<file path="config.mk">
export PLATFORM = sky130hd
export DESIGN_NAME = alu_reg_unit
export DESIGN_NICKNAME = d
export VERILOG_FILES = /design/src/rtl/alu_reg_pkg.sv /design/src/rtl/alu_core.sv /design/src/rtl/alu_reg_unit.sv
export SDC_FILE = /design/constraint.sdc
export NUM_CORES = 1
export LEC_CHECK = 0
export ABC_AREA = 0
export BUFFER_PORTS_ARGS = -buffer_cell sky130_fd_sc_hd__buf_4
export CAP_MARGIN = 10
export CORE_AREA = 2 2 47 49
export DETAILED_ROUTE_END_ITERATION = 16
export DIE_AREA = 0 0 49 51
export HOLD_SLACK_MARGIN = 0.12
export PLACE_DENSITY = 0.75
export SETUP_SLACK_MARGIN = 0.1
export SYNTH_ARGS = -nofsm -noshare
export SYNTH_HDL_FRONTEND = slang
export SYNTH_SLANG_ARGS = --single-unit
export TNS_END_PERCENT = 10
</file>
<file path="constraint.sdc">
create_clock -name clk -period 2.6 [get_ports clk]
set_input_delay 0.26 -clock clk [delete_from_list [all_inputs] [get_ports clk]]
set_output_delay 0.26 -clock clk [all_outputs]
set_load 0.03 [all_outputs]
</file>
<file path="src/rtl/alu_reg_pkg.sv">
// Shared constants for alu_reg_unit: default datapath width and ALU opcode encodings.
package alu_reg_pkg;

    localparam int ALU_DATA_W = 4;

    localparam logic [2:0] OC_ADD = 3'b000;
    localparam logic [2:0] OC_SUB = 3'b001;
    localparam logic [2:0] OC_MUL = 3'b010;
    localparam logic [2:0] OC_DIV = 3'b011;
    localparam logic [2:0] OC_NOT = 3'b100;
    localparam logic [2:0] OC_XOR = 3'b101;
    localparam logic [2:0] OC_OR  = 3'b110;
    localparam logic [2:0] OC_AND = 3'b111;

endpackage

</file>
<file path="src/rtl/alu_core.sv">
// Combinational ALU, results modulo 2^DATA_W.
// Multiply/divide exist only when ALU_MULDIV_EN is defined; otherwise those opcodes give 0.
module alu_core
    import alu_reg_pkg::*;
#(
    parameter int DATA_W = ALU_DATA_W
) (
    input  logic [2:0]        oc,
    input  logic [DATA_W-1:0] a,
    input  logic [DATA_W-1:0] b,
    output logic [DATA_W-1:0] f
);

    always_comb begin
        f = '0;
        case (oc)
            OC_ADD: f = a + b;
            OC_SUB: f = a - b;
`ifdef ALU_MULDIV_EN
            OC_MUL: f = a * b;
            // Divide by zero is defined as 0 rather than all-ones.
            OC_DIV: f = (b == '0) ? '0 : a / b;
`endif
            OC_NOT: f = ~a;
            OC_XOR: f = a ^ b;
            OC_OR:  f = a | b;
            OC_AND: f = a & b;
            default: f = '0;
        endcase
    end

endmodule

</file>
<file path="src/rtl/alu_reg_unit.sv">
// ALU plus independent multi-function register (cl > ld > inc > dec > sr > sl > hold).
// Optional macro ALU_MULDIV_EN enables the ALU multiply and divide opcodes.
module alu_reg_unit
    import alu_reg_pkg::*;
#(
    parameter int DATA_W = ALU_DATA_W
) (
    input  logic              clk,
    input  logic              rst_n,
    input  logic [2:0]        oc,
    input  logic [DATA_W-1:0] a,
    input  logic [DATA_W-1:0] b,
    output logic [DATA_W-1:0] f,
    input  logic              cl,
    input  logic              ld,
    input  logic              inc,
    input  logic              dec,
    input  logic              sr,
    input  logic              ir,
    input  logic              sl,
    input  logic              il,
    input  logic [DATA_W-1:0] in,
    output logic [DATA_W-1:0] out
);

    alu_core #(
        .DATA_W (DATA_W)
    ) u_alu_core (
        .oc (oc),
        .a  (a),
        .b  (b),
        .f  (f)
    );

    // Only the highest-priority asserted control acts; ir/il matter only for their own shift.
    always_ff @(posedge clk or negedge rst_n) begin
        if (!rst_n) begin
            out <= '0;
        end else if (cl) begin
            out <= '0;
        end else if (ld) begin
            out <= in;
        end else if (inc) begin
            out <= out + DATA_W'(1);
        end else if (dec) begin
            out <= out - DATA_W'(1);
        end else if (sr) begin
            out <= {ir, out[DATA_W-1:1]};
        end else if (sl) begin
            out <= {out[DATA_W-2:0], il};
        end
    end

endmodule

</file>
# Word level (Yosys, flattened, before mapping)
# Cells that the tools add are included.
# totals
reg_bits,4
input_bits,25
out_inout_bits,8
word_cells,23
# classes
addsub,4
eq_ne,5
n_mux,7
n_bitwise,4
n_reduce_logical,2
# ops
op,n
$mux W4,6
$pmux W4 S6,1
$eq A3 B3 Y1 const B,4
$reduce_bool A6 Y1,1
$add A4 B1 Y4 const B,1
$add A4 B4 Y4,1
$and A4 B4 Y4,1
$not A4 Y4,1
$or A4 B4 Y4,1
$sub A4 B1 Y4 const B,1
$sub A4 B4 Y4,1
$xor A4 B4 Y4,1
$eq A3 B1 Y1 const B,1
$logic_not A3 Y1,1

# Logic depth before layout (Yosys ltp)
# logic_depth
depth_word,6
ltp_mapped,8
mapped_depth_nobuf,8

# Cells and area by module
# A second synthesis with hierarchy kept.
# hier_totals
cells_unflattened,115
hier_area_um2,982.2
# by_module_without_submodules
mod,n_inst,cells_per_inst,area_per_inst_um2,seq_area_each_um2
alu_core,1,63,521.8,0.0
alu_reg_unit,1,52,460.4,100.1

# Least setup slack after synthesis
# No wires, ideal clock.
# synth_path
kind,input -> output
from,input oc[2]
to,output f[3]
arrival_ps,2525
t_required_ps,2340
path_slack_ps,-185
cell_stages,8
path_cell_list,buf_2 or3b_1 mux2i_1 ha_1 nor2b_1 o21ai_0 a211o_1 o311ai_1
# synth_between
elab_chain_len,2
elab_cells_between_ends,7
cone_classes,eq/ne (5); mux (1); reduce/logical (1)
# synth_rtl
element,line,rtl
start: declaration,alu_reg_unit.sv:10,"input logic [2:0] oc,"
"$eq A3 B3 Y1, or another cell as far along",alu_core.sv:16,case (oc)
$pmux W4 S6 (*),alu_core.sv:16,
end: declaration,alu_reg_unit.sv:13,"output logic [DATA_W-1:0] f,"
# Mark *: on every way between the ends. The rest lies on a longest branch, timed or not.

# Worst setup path in the final report
# Same ends and word-level chain as after synthesis.

==> results.toml <==
[run_status]
outcome = "complete, no violations"

[timing]
min_period_over_period = 0.947
slew_violations = 0
fin_tns_setup_ps = 0
max_freq_mhz = 406
finalSetupViolCount = 0
finalCriticalPeriod_ps = 2460
max_slew_margin = 0.733
hold_viol_final = 0
worst_pin_slew_ps = 397
rsz0062_at_grt = "no"
skew_ps = 2.31

[synthesis]
syn_area_per_cell_um2 = 8.44
yosys_warnings = 0
synth_edf_count = 0
synthTopCellsByCount = "inv_1 (17), ha_1 (14), a21oi_1 (7), nand2_1 (5), o21ai_0 (5)"
synth.top_cell.area_share = 0.190
synth_area_leaders = "ha_1 (19%), dfrtp_1 (11%), inv_1 (6.9%), mux4_2 (4.9%), mux2i_1 (4.4%)"
ys_seq_elements = 4
ys_types = 39
synth.most_common_cell = "inv_1"
yosysSeqAreaShare = 0.109
synth_ff_type = "dfrtp_1"
synth_top_area_cell = "ha_1"
async_flop_share = 1.00
syn_area_um2 = 920
synthCells = 109
synth_fp_nets = 149

[clocking]
clock-sinks = 4
cts_max_level = 1
cts_root_buf = "clkbuf_4"
clockBufferDepth = 2
path_clk_slew_ps = 30
numCtsBuffers = 3
clkLatencyLatePin_ps = 230
tritoncts = "built"

[setup_path]
cp_slowest_cell = "or3b_4"
cp_data_required_time_ps = 2340
reg2reg_to = "out[2]"
startpoint_type = "input pin"
max_stage_delay_ps = 390
cp_num_buf_inv = 2
critPathKind = "in -> out"
cp-end-kind = "output pin"
critPathArrivalTime_ps = 2200
crit_cells = 9
r2r_start = "out[0]"
crit_family = "compound AO/OA/AOI/OAI gates"
worstPathMaxFanout = 10
reg2reg_depth = 6
regToRegSetupSlack_ps = 760
path_cells = "buf_12 > or3b_4 > mux2i_4 > ha_4 > nor2b_4 > o21ai_2 > a211o_1 > o311ai_2 > buf_4"

[placed_design]
hpwl_um = 1910
portBuffers = 32
routabilityCongestion = 0.919
dpl.cell_count = 166

[pwr]
power_frac_clock = 0.182
total_power_mw = 0.396
p_leak_nw = 0.611
power_density_nw_per_um2 = 307
p_seq_frac = 0.198
switching_share = 0.397
internal_power_mw = 0.239
irDropWorstVdd_mv = 0.160
p_comb_frac = 0.620
power_switching_mw = 0.157

[detailed_routing]
vias = 990
drc = 0
routed_wl_um = 2520
wl_per_cell_um = 14.6
antenna_left = 0
first_iter_violations = 27
drt_first_pass_iters = 4
via_per_inst = 5.76

[worst_hold_path]
holdPathEnd = "out[1]"
hold_start = "cl"
min_delay_path_depth = 2
hold_class = "in -> reg"

[finish]
num_antenna_cells = 0
syn2layout_area_growth_pct = 40.0
final_nets = 186
largest_register_ffs = 4
drive_gt1_frac = 0.361
finalNonFillerCells = 172
regMostFlops = "out"
largest_registers = "out x4"

[global_routing]
grtUsageTotal = 0.205
grt_start_max_net_pins = 11
antenna_found_initial = 0
grt_pass1_wl_um = 4100
grt-ovfl-total = 0
first_global_vias = 943

[die]
die_width_um = 49
start_util = 0.446
core_area_um2 = 2060
rows = 17
die_area_um2 = 2500
pin_count = 33
dieHeight_um = 51

[run]
maxCapViolCount = 0
==> placed cells by master (no fill, tap or decap), drive strengths merged, types with 2 or more instances in the layout <==
master / netlist / routed
xnor2: 3 / 3
buf: 5 / 36
xor2: 2 / 2
o21ai: 5 / 5
nor2: 3 / 3
a21oi: 7 / 7
a221oi: 2 / 2
o211ai: 3 / 3
ha: 14 / 14
nand3: 3 / 3
nand2: 5 / 5
inv: 17 / 17
mux4: 2 / 2
mux2i: 4 / 4
a211oi: 2 / 2
a31oi: 2 / 2
nor2b: 4 / 4
or3b: 3 / 3
dfrtp: 4 / 4
a32oi: 2 / 2
a211o: 2 / 2
clkbuf: 0 / 3
==> per-layer routing <==
metal  track usage  part of all wire  up-vias
met5             0                 0        -
met4        0.0619             0.023        0
met3        0.0380             0.086        7
li1              -                 -      471
met1         0.217              0.34      457
met2         0.409              0.55       55
==> through the flow <==
step | worst slack [ps] | cell area [µm²] | utilization | hold WS [ps]
2_1_floorplan | 75.7 | 927 | - | -35.6
3_3_place_gp | 145 | 1180 | 0.571 | 54.1
3_5_place_dp | 77.3 | 1180 | 0.571 | 56.5
4_1_cts | 102 | 1260 | 0.609 | 228
5_1_grt | 92.6 | 1290 | 0.624 | 223
6_report | 137 | 1290 | 0.624 | 231
==> cell families (layout without fill, tap and decap cells) <==
kind of cell               Yosys count  after routing  share of synthesized area
adders and majority gates           15             15                      0.212
AOI/OAI and AO/OA                   30             30                      0.234
DFF                                  4              4                      0.109
and+or+nand+nor                     26             26                      0.180
xor gates and xnor gates             5              5                     0.0476
buffers and inverters               22             57                      0.113
muxes                                7              7                      0.105
==> repair_timing <==
item / 4_1_cts / 5_1_grt
resized for setup: 8 / 6
pin swaps: 5 / 5
setup buffers: 2 / 0
hold buffers: 1 / 0
setup endpoints to repair: 1 / 1
hold endpoints to repair: 4 / 0
==> worst max path at each step <==
| stage | start | to | slack, ps |
|---|---|---|---|
| after global placement | oc[2] | f[3] | 150 |
| after CTS | oc[2] | f[3] | 100 |
| after detailed placement | oc[2] | f[3] | 80 |
| after floorplan | oc[2] | f[3] | 80 |
| after global routing | oc[2] | f[3] | 90 |
| final | oc[2] | f[3] | 140 |
==> layout make-up <==
cell class,count,area (µm²)
Fill cell,174,776
Multi-Input combinational cell,83,762
Inverter,17,63.8
Sequential cell,4,100
Tap cell,28,35.0
Timing Repair Buffer,37,304
Clock buffer,3,22.5
==> power groups by stage <==
stage / sequential [mW] / clock, mW / combinational, mW
global placement: 0.0789 / 0 / 0.212
global route: 0.0795 / 0.0817 / 0.268
finish: 0.0783 / 0.0722 / 0.245
CTS: 0.0780 / 0.0747 / 0.232
detailed placement: 0.0789 / 0 / 0.219
floorplan: 0.0871 / 0 / 0.128
(Power assumes the default switching activity.)
